**src/rtl/spi_ram_ctrl.sv**
```systemverilog
// SPI frame sequencer + round-robin RAM arbiter (SPI vs host). Uncontended: frame N -> mem_en N+2 -> tx_valid N+4.
// No backpressure on SPI: a one-deep pending slot; a data frame arriving while it is full is dropped and flagged on overrun.
module spi_ram_ctrl #(
    parameter int ADDR_SIZE = 8,
    parameter int MEM_DEPTH = 256
) (
    input  logic                 clk,
    input  logic                 rst,
    input  logic [9:0]           rx_data,
    input  logic                 rx_valid,
    output logic [7:0]           tx_data,
    output logic                 tx_valid,
    input  logic                 host_req,
    input  logic                 host_we,
    input  logic [ADDR_SIZE-1:0] host_addr,
    input  logic [7:0]           host_wdata,
    output logic                 host_gnt,
    output logic                 host_rvalid,
    output logic [7:0]           host_rdata,
    output logic                 mem_en,
    output logic                 mem_we,
    output logic [ADDR_SIZE-1:0] mem_addr,
    output logic [7:0]           mem_wdata,
    input  logic [7:0]           mem_rdata,
    output logic                 overrun
);

    typedef enum logic [1:0] {
        ARB     = 2'd0,
        ACCESS  = 2'd1,
        RD_WAIT = 2'd2
    } state_t;

    state_t               state;
    logic                 last_gnt_spi;
    logic                 owner_spi;
    logic [ADDR_SIZE-1:0] wr_addr;
    logic [ADDR_SIZE-1:0] rd_addr;
    logic                 spi_pend;
    logic                 pend_we;
    logic [ADDR_SIZE-1:0] pend_addr;
    logic [7:0]           pend_wdata;

    logic                 data_frame;
    logic                 frame_read;
    logic                 sel_spi;
    logic                 sel_host;
    logic                 frame_drop;
    logic [ADDR_SIZE-1:0] payload_addr;

    // Keeps addresses inside a RAM shallower than the address space.
    function automatic logic [ADDR_SIZE-1:0] wrap_addr(input logic [ADDR_SIZE-1:0] a);
        return ADDR_SIZE'(32'(a) % 32'(MEM_DEPTH));
    endfunction

    // Commands 01/11 carry bit 8 set; bit 9 selects read.
    assign data_frame   = rx_valid & rx_data[8];
    assign frame_read   = rx_data[9];
    assign payload_addr = ADDR_SIZE'(rx_data[7:0]);

    // On a tie the requester that was not served last wins.
    assign sel_spi    = (state == ARB) && spi_pend && (!host_req || !last_gnt_spi);
    assign sel_host   = (state == ARB) && host_req && !sel_spi;
    assign frame_drop = data_frame && spi_pend && !sel_spi;
    assign host_gnt   = sel_host && !rst;

    always_ff @(posedge clk) begin
        if (rst) begin
            state        <= ARB;
            last_gnt_spi <= 1'b0;
            owner_spi    <= 1'b0;
            wr_addr      <= '0;
            rd_addr      <= '0;
            spi_pend     <= 1'b0;
            pend_we      <= 1'b0;
            pend_addr    <= '0;
            pend_wdata   <= '0;
            tx_data      <= '0;
            tx_valid     <= 1'b0;
            host_rvalid  <= 1'b0;
            host_rdata   <= '0;
            mem_en       <= 1'b0;
            mem_we       <= 1'b0;
            mem_addr     <= '0;
            mem_wdata    <= '0;
            overrun      <= 1'b0;
        end else begin
            host_rvalid <= 1'b0;

            if (rx_valid) begin
                if (rx_data[9:8] == 2'b00) wr_addr <= payload_addr;
                if (rx_data[9:8] == 2'b10) rd_addr <= payload_addr;
                if (!frame_drop) tx_valid <= 1'b0;
            end

            case (state)
                ARB: begin
                    if (sel_spi) begin
                        mem_en       <= 1'b1;
                        mem_we       <= pend_we;
                        mem_addr     <= wrap_addr(pend_addr);
                        mem_wdata    <= pend_wdata;
                        owner_spi    <= 1'b1;
                        last_gnt_spi <= 1'b1;
                        spi_pend     <= 1'b0;
                        state        <= ACCESS;
                    end else if (sel_host) begin
                        mem_en       <= 1'b1;
                        mem_we       <= host_we;
                        mem_addr     <= wrap_addr(host_addr);
                        mem_wdata    <= host_wdata;
                        owner_spi    <= 1'b0;
                        last_gnt_spi <= 1'b0;
                        state        <= ACCESS;
                    end
                end
                ACCESS: begin
                    mem_en <= 1'b0;
                    mem_we <= 1'b0;
                    state  <= mem_we ? ARB : RD_WAIT;
                end
                RD_WAIT: begin
                    // A fresh read result wins over a same-edge frame clearing tx_valid.
                    if (owner_spi) begin
                        tx_data  <= mem_rdata;
                        tx_valid <= 1'b1;
                    end else begin
                        host_rdata  <= mem_rdata;
                        host_rvalid <= 1'b1;
                    end
                    state <= ARB;
                end
                default: begin
                    mem_en <= 1'b0;
                    mem_we <= 1'b0;
                    state  <= ARB;
                end
            endcase

            // After the FSM so a frame accepted on the granting edge refills the slot.
            if (data_frame) begin
                if (frame_drop) begin
                    overrun <= 1'b1;
                end else begin
                    spi_pend   <= 1'b1;
                    pend_we    <= !frame_read;
                    pend_addr  <= frame_read ? rd_addr : wr_addr;
                    pend_wdata <= frame_read ? 8'h00 : rx_data[7:0];
                end
            end
        end
    end

endmodule

```
**config.mk**
```make
export PLATFORM = sky130hd
export DESIGN_NAME = spi_ram_ctrl
export DESIGN_NICKNAME = d
export VERILOG_FILES = /design/src/rtl/spi_ram_ctrl.sv
export SDC_FILE = /design/constraint.sdc
export NUM_CORES = 1
export LEC_CHECK = 0
export CORE_ASPECT_RATIO = 1.5
export CORE_MARGIN = 2
export CORE_UTILIZATION = 30
export CTS_CLUSTER_SIZE = 14
export DETAILED_ROUTE_END_ITERATION = 10
export GPL_ROUTABILITY_DRIVEN = 0
export PLACE_DENSITY = 0.55
export SLEW_MARGIN = 25
export SYNTH_ARGS = -nofsm -noshare
export SYNTH_HDL_FRONTEND = slang
export SYNTH_SLANG_ARGS = --single-unit
export TNS_END_PERCENT = 10
```
**constraint.sdc**
```tcl
create_clock -name clk -period 3.1 [get_ports clk]
set_input_delay 0.62 -clock clk [delete_from_list [all_inputs] [get_ports clk]]
set_output_delay 0.62 -clock clk [all_outputs]
set_load 0.03 [all_outputs]
```
==> flow_metrics.env <==
export IMPL_status="complete, no violations"
export IMPL_timing_fmax_ghz=0.382
export IMPL_drc=0
export IMPL_final_hold_viol_count=0
export IMPL_grt_max_degree=44
export IMPL_cts_tree="built"
export IMPL_port_buffers=76
export IMPL_finalCriticalPeriod_ns=2.62
export IMPL_cts_max_level=3
export IMPL_p_int_mw=1.85
export IMPL_die_y_um=131
export IMPL_ir_worst_vdd_mv=0.308
export IMPL_p_leak_nw=1.65
export IMPL_critical_path_class="primary input to primary output"
export IMPL_clock_root_buffer="clkbuf_16"
export IMPL_maxSlewViolCount=0
export IMPL_muxShareOfSynthArea=0.159
export IMPL_antenna_found_initial=0
export IMPL_track_usage=0.142
export IMPL_worst_slew_pin_transition_ns=0.894
export IMPL_final_area_um2=4380
export IMPL_cts_hold_buf=0
export IMPL_crit_fanout=6
export IMPL_startpoint_type="primary input"
export IMPL_synthAdderAreaFrac=0
export IMPL_postCtsSetupBuffers=0
export IMPL_synth_warnings=0
export IMPL_clock_latency_ns=0.33
export IMPL_synth_compound_area_share=0.156
export IMPL_fin_crit_sh=0.845
export IMPL_cts_buffers=9
export IMPL_avgSynthCellArea_um2=9.76
export IMPL_vias_per_cell=4.75
export IMPL_synth_top_family_by_area="simple AND/OR/NAND/NOR gates"
export IMPL_antenna_cells=0
export IMPL_dp_hpwl_um=5680
export IMPL_dieArea_um2=11600
export IMPL_hold_depth=2
export IMPL_syn_area_um2=3220
export IMPL_final_core_util=0.416
export IMPL_arrival_ns=2.00
export IMPL_power_share_combinational=0.162
export IMPL_clk_pin_slew_worst_paths_ns=0.05
export IMPL_core_um2=10500
export IMPL_p_sw_frac=0.254
export IMPL_synth_flop_cell="dfxtp_1"
export IMPL_worst_r2r_path_depth=4
export IMPL_powerDensity_nw_per_um2=566
export IMPL_tns_ns=0
export IMPL_grt_pass1_wl_um=12700
export IMPL_end_kind="primary output"
export IMPL_placed_cell_area_um2=4070
export IMPL_skew_ns=0.00403
export IMPL_rows=46
export IMPL_min_from="pend_addr[7]$_SDFFE_PP0P_"
export IMPL_first_pass_iters=4
export IMPL_synth_edf_count=0
export IMPL_boundaryPins=77
export IMPL_cts_resized_gates=0
export IMPL_async_flop_share=0
export IMPL_finalSetupViolCount=0
export IMPL_syn_nets=369
export IMPL_nets=430
export IMPL_vias=2565
export IMPL_clock_sinks=74
export IMPL_max_slew_margin=0.401
export IMPL_synth_seq_cells=74
export IMPL_hold_end="pend_addr[7]$_SDFFE_PP0P_"
export IMPL_synthXorXnorAreaFrac=0
export IMPL_r2r_end="mem_wdata[3]$_SDFFE_PP0P_"
export IMPL_seq_power_share=0.419
export IMPL_wirelength_um=7890
export IMPL_grt_overflow=0
export IMPL_rrSetupSlack_ns=0.87
export IMPL_drtAntennaViolNets=0
export IMPL_switchingPower_uw=630
export IMPL_clock_power_share=0.420
export IMPL_hp_class="flop to flop"
export IMPL_whs_ns=0.457
export IMPL_maxCapViolations=0
export IMPL_synth_area_top_cells="dfxtp_1 (46%), mux2i_1 (13%), nor3_1 (5.0%), a2111oi_2 (4.7%), nor2_1 (4.3%)"
export IMPL_cts_buffer_depth=2
export IMPL_routedWlPerCell_um=14.6
export IMPL_die_w_um=88.6
export IMPL_layout_drive_gt1_share=0.144
export IMPL_yosysSeqAreaShare=0.460
export IMPL_start_util=0.306
export IMPL_synth_distinct_cells=35
export IMPL_rsz0062_at_grt="no"
export IMPL_dr_first_iter_drc_count=78
export IMPL_synth_top_area_cell="dfxtp_1"
export IMPL_total_power_mw=2.48
export IMPL_timing_rr_start="spi_pend$_SDFF_PP0_"
export IMPL_synthSimpleGateAreaFrac=0.165
export IMPL_syn_to_final_growth_pct=35.9
export IMPL_synth_top_area_frac=0.460
export IMPL_required_ns=2.48
export IMPL_grt_pass1_vias=2468
export IMPL_syn_inst=330
cell usage after synthesis, types with 6 or more instances:
cell	count
buf_2	6
inv_1	9
mux2i_1	41
a21oi_1	20
a211oi_1	16
nor2_1	37
a2111oi_1	6
a2111oi_2	10
nand2b_1	8
dfxtp_1	74
nor3_1	32
clkbuf_1	22
mux2_2	9
or3b_2	8
cells by family (layout without fill, tap and decap cells):
family	Yosys count	after routing
and+or+nand+nor	102	102
DFF	74	74
AOI/OAI and AO/OA	61	61
muxes	50	50
buffers and inverters	43	109
sequential cells by signal, summed over array words and instances, names as in the netlist:
signal,cells
host_rdata,8
host_rvalid,1
mem_addr,8
mem_en,1
mem_wdata,8
mem_we,1
overrun,1
owner_spi,1
pend_addr,8
pend_wdata,8
pend_we,1
rd_addr,8
spi_pend,1
state,2
tx_data,8
tx_valid,1
wr_addr,8
per-layer routing:
layer	wire length, µm	GRT usage	vias to the layer above	share of wire
met5	0	0	-	0
met4	124	0.0561	0	0.016
met3	278	0.0345	8	0.035
met2	4170	0.242	47	0.53
met1	3320	0.171	1206	0.42
li1	-	-	1304	-
placed cells by master (no fill, tap or decap), types with 2 or more instances in the layout:
master | netlist | final
a2111oi_1 | 6 | 6
a2111oi_2 | 10 | 10
a211oi_1 | 16 | 16
a21oi_1 | 20 | 20
buf_4 | 1 | 8
clkbuf_16 | 0 | 9
clkbuf_8 | 0 | 2
clkdlybuf4s50_1 | 0 | 74
clkinv_2 | 0 | 3
dfxtp_1 | 74 | 74
inv_1 | 9 | 9
mux2_2 | 9 | 9
mux2i_1 | 41 | 41
nand2_1 | 2 | 2
nand2b_1 | 8 | 8
nand3b_1 | 3 | 3
nor2_1 | 37 | 36
nor2b_1 | 3 | 3
nor3_1 | 32 | 32
nor4b_1 | 2 | 2
o21ai_0 | 2 | 2
or2_1 | 1 | 2
or3b_2 | 8 | 8
metrics by stage:
stage / cells / setup WS (ns)
final: 540 / 0.481
after detailed placement: 524 / 0.443
after global placement: 524 / 0.484
after global routing: 540 / 0.413
after floorplan: 330 / 0.249
after CTS: 540 / 0.443
how the worst max path moves through the flow:
stage          endpoint     start  slack, ns  cells after the start
5_1_grt        host_gnt  host_req       0.41                      4
6_report       host_gnt  host_req       0.48                      4
4_1_cts        host_gnt  host_req       0.44                      4
3_5_place_dp   host_gnt  host_req       0.44                      4
2_1_floorplan  host_gnt       rst       0.25                      4
3_3_place_gp   host_gnt  host_req       0.48                      4
power groups by stage:
stage	logic, mW	registers, mW	clock network (mW)
after floorplan	0.199	1.10	0
after global placement	0.400	1.06	0
after detailed placement	0.405	1.06	0
after CTS	0.405	1.04	1.07
after global routing	0.432	1.04	1.12
final	0.401	1.04	1.04
critical path: stages:
cell and delay [ns]:
clkdlybuf4s50_1 0.57, a21bo_1 0.15, nor4b_1 0.47, buf_12 0.19
cell type report:
type	count	area (µm²)
sequential	74	1480
timing repair buffer	84	826
clock inverter	5	52.6
inverter	9	33.8
clock buffer	11	253
multi-input combinational	213	1550
fill	1055	6150
tap	144	180
No activity file was read; power rests on OpenSTA's default activity.
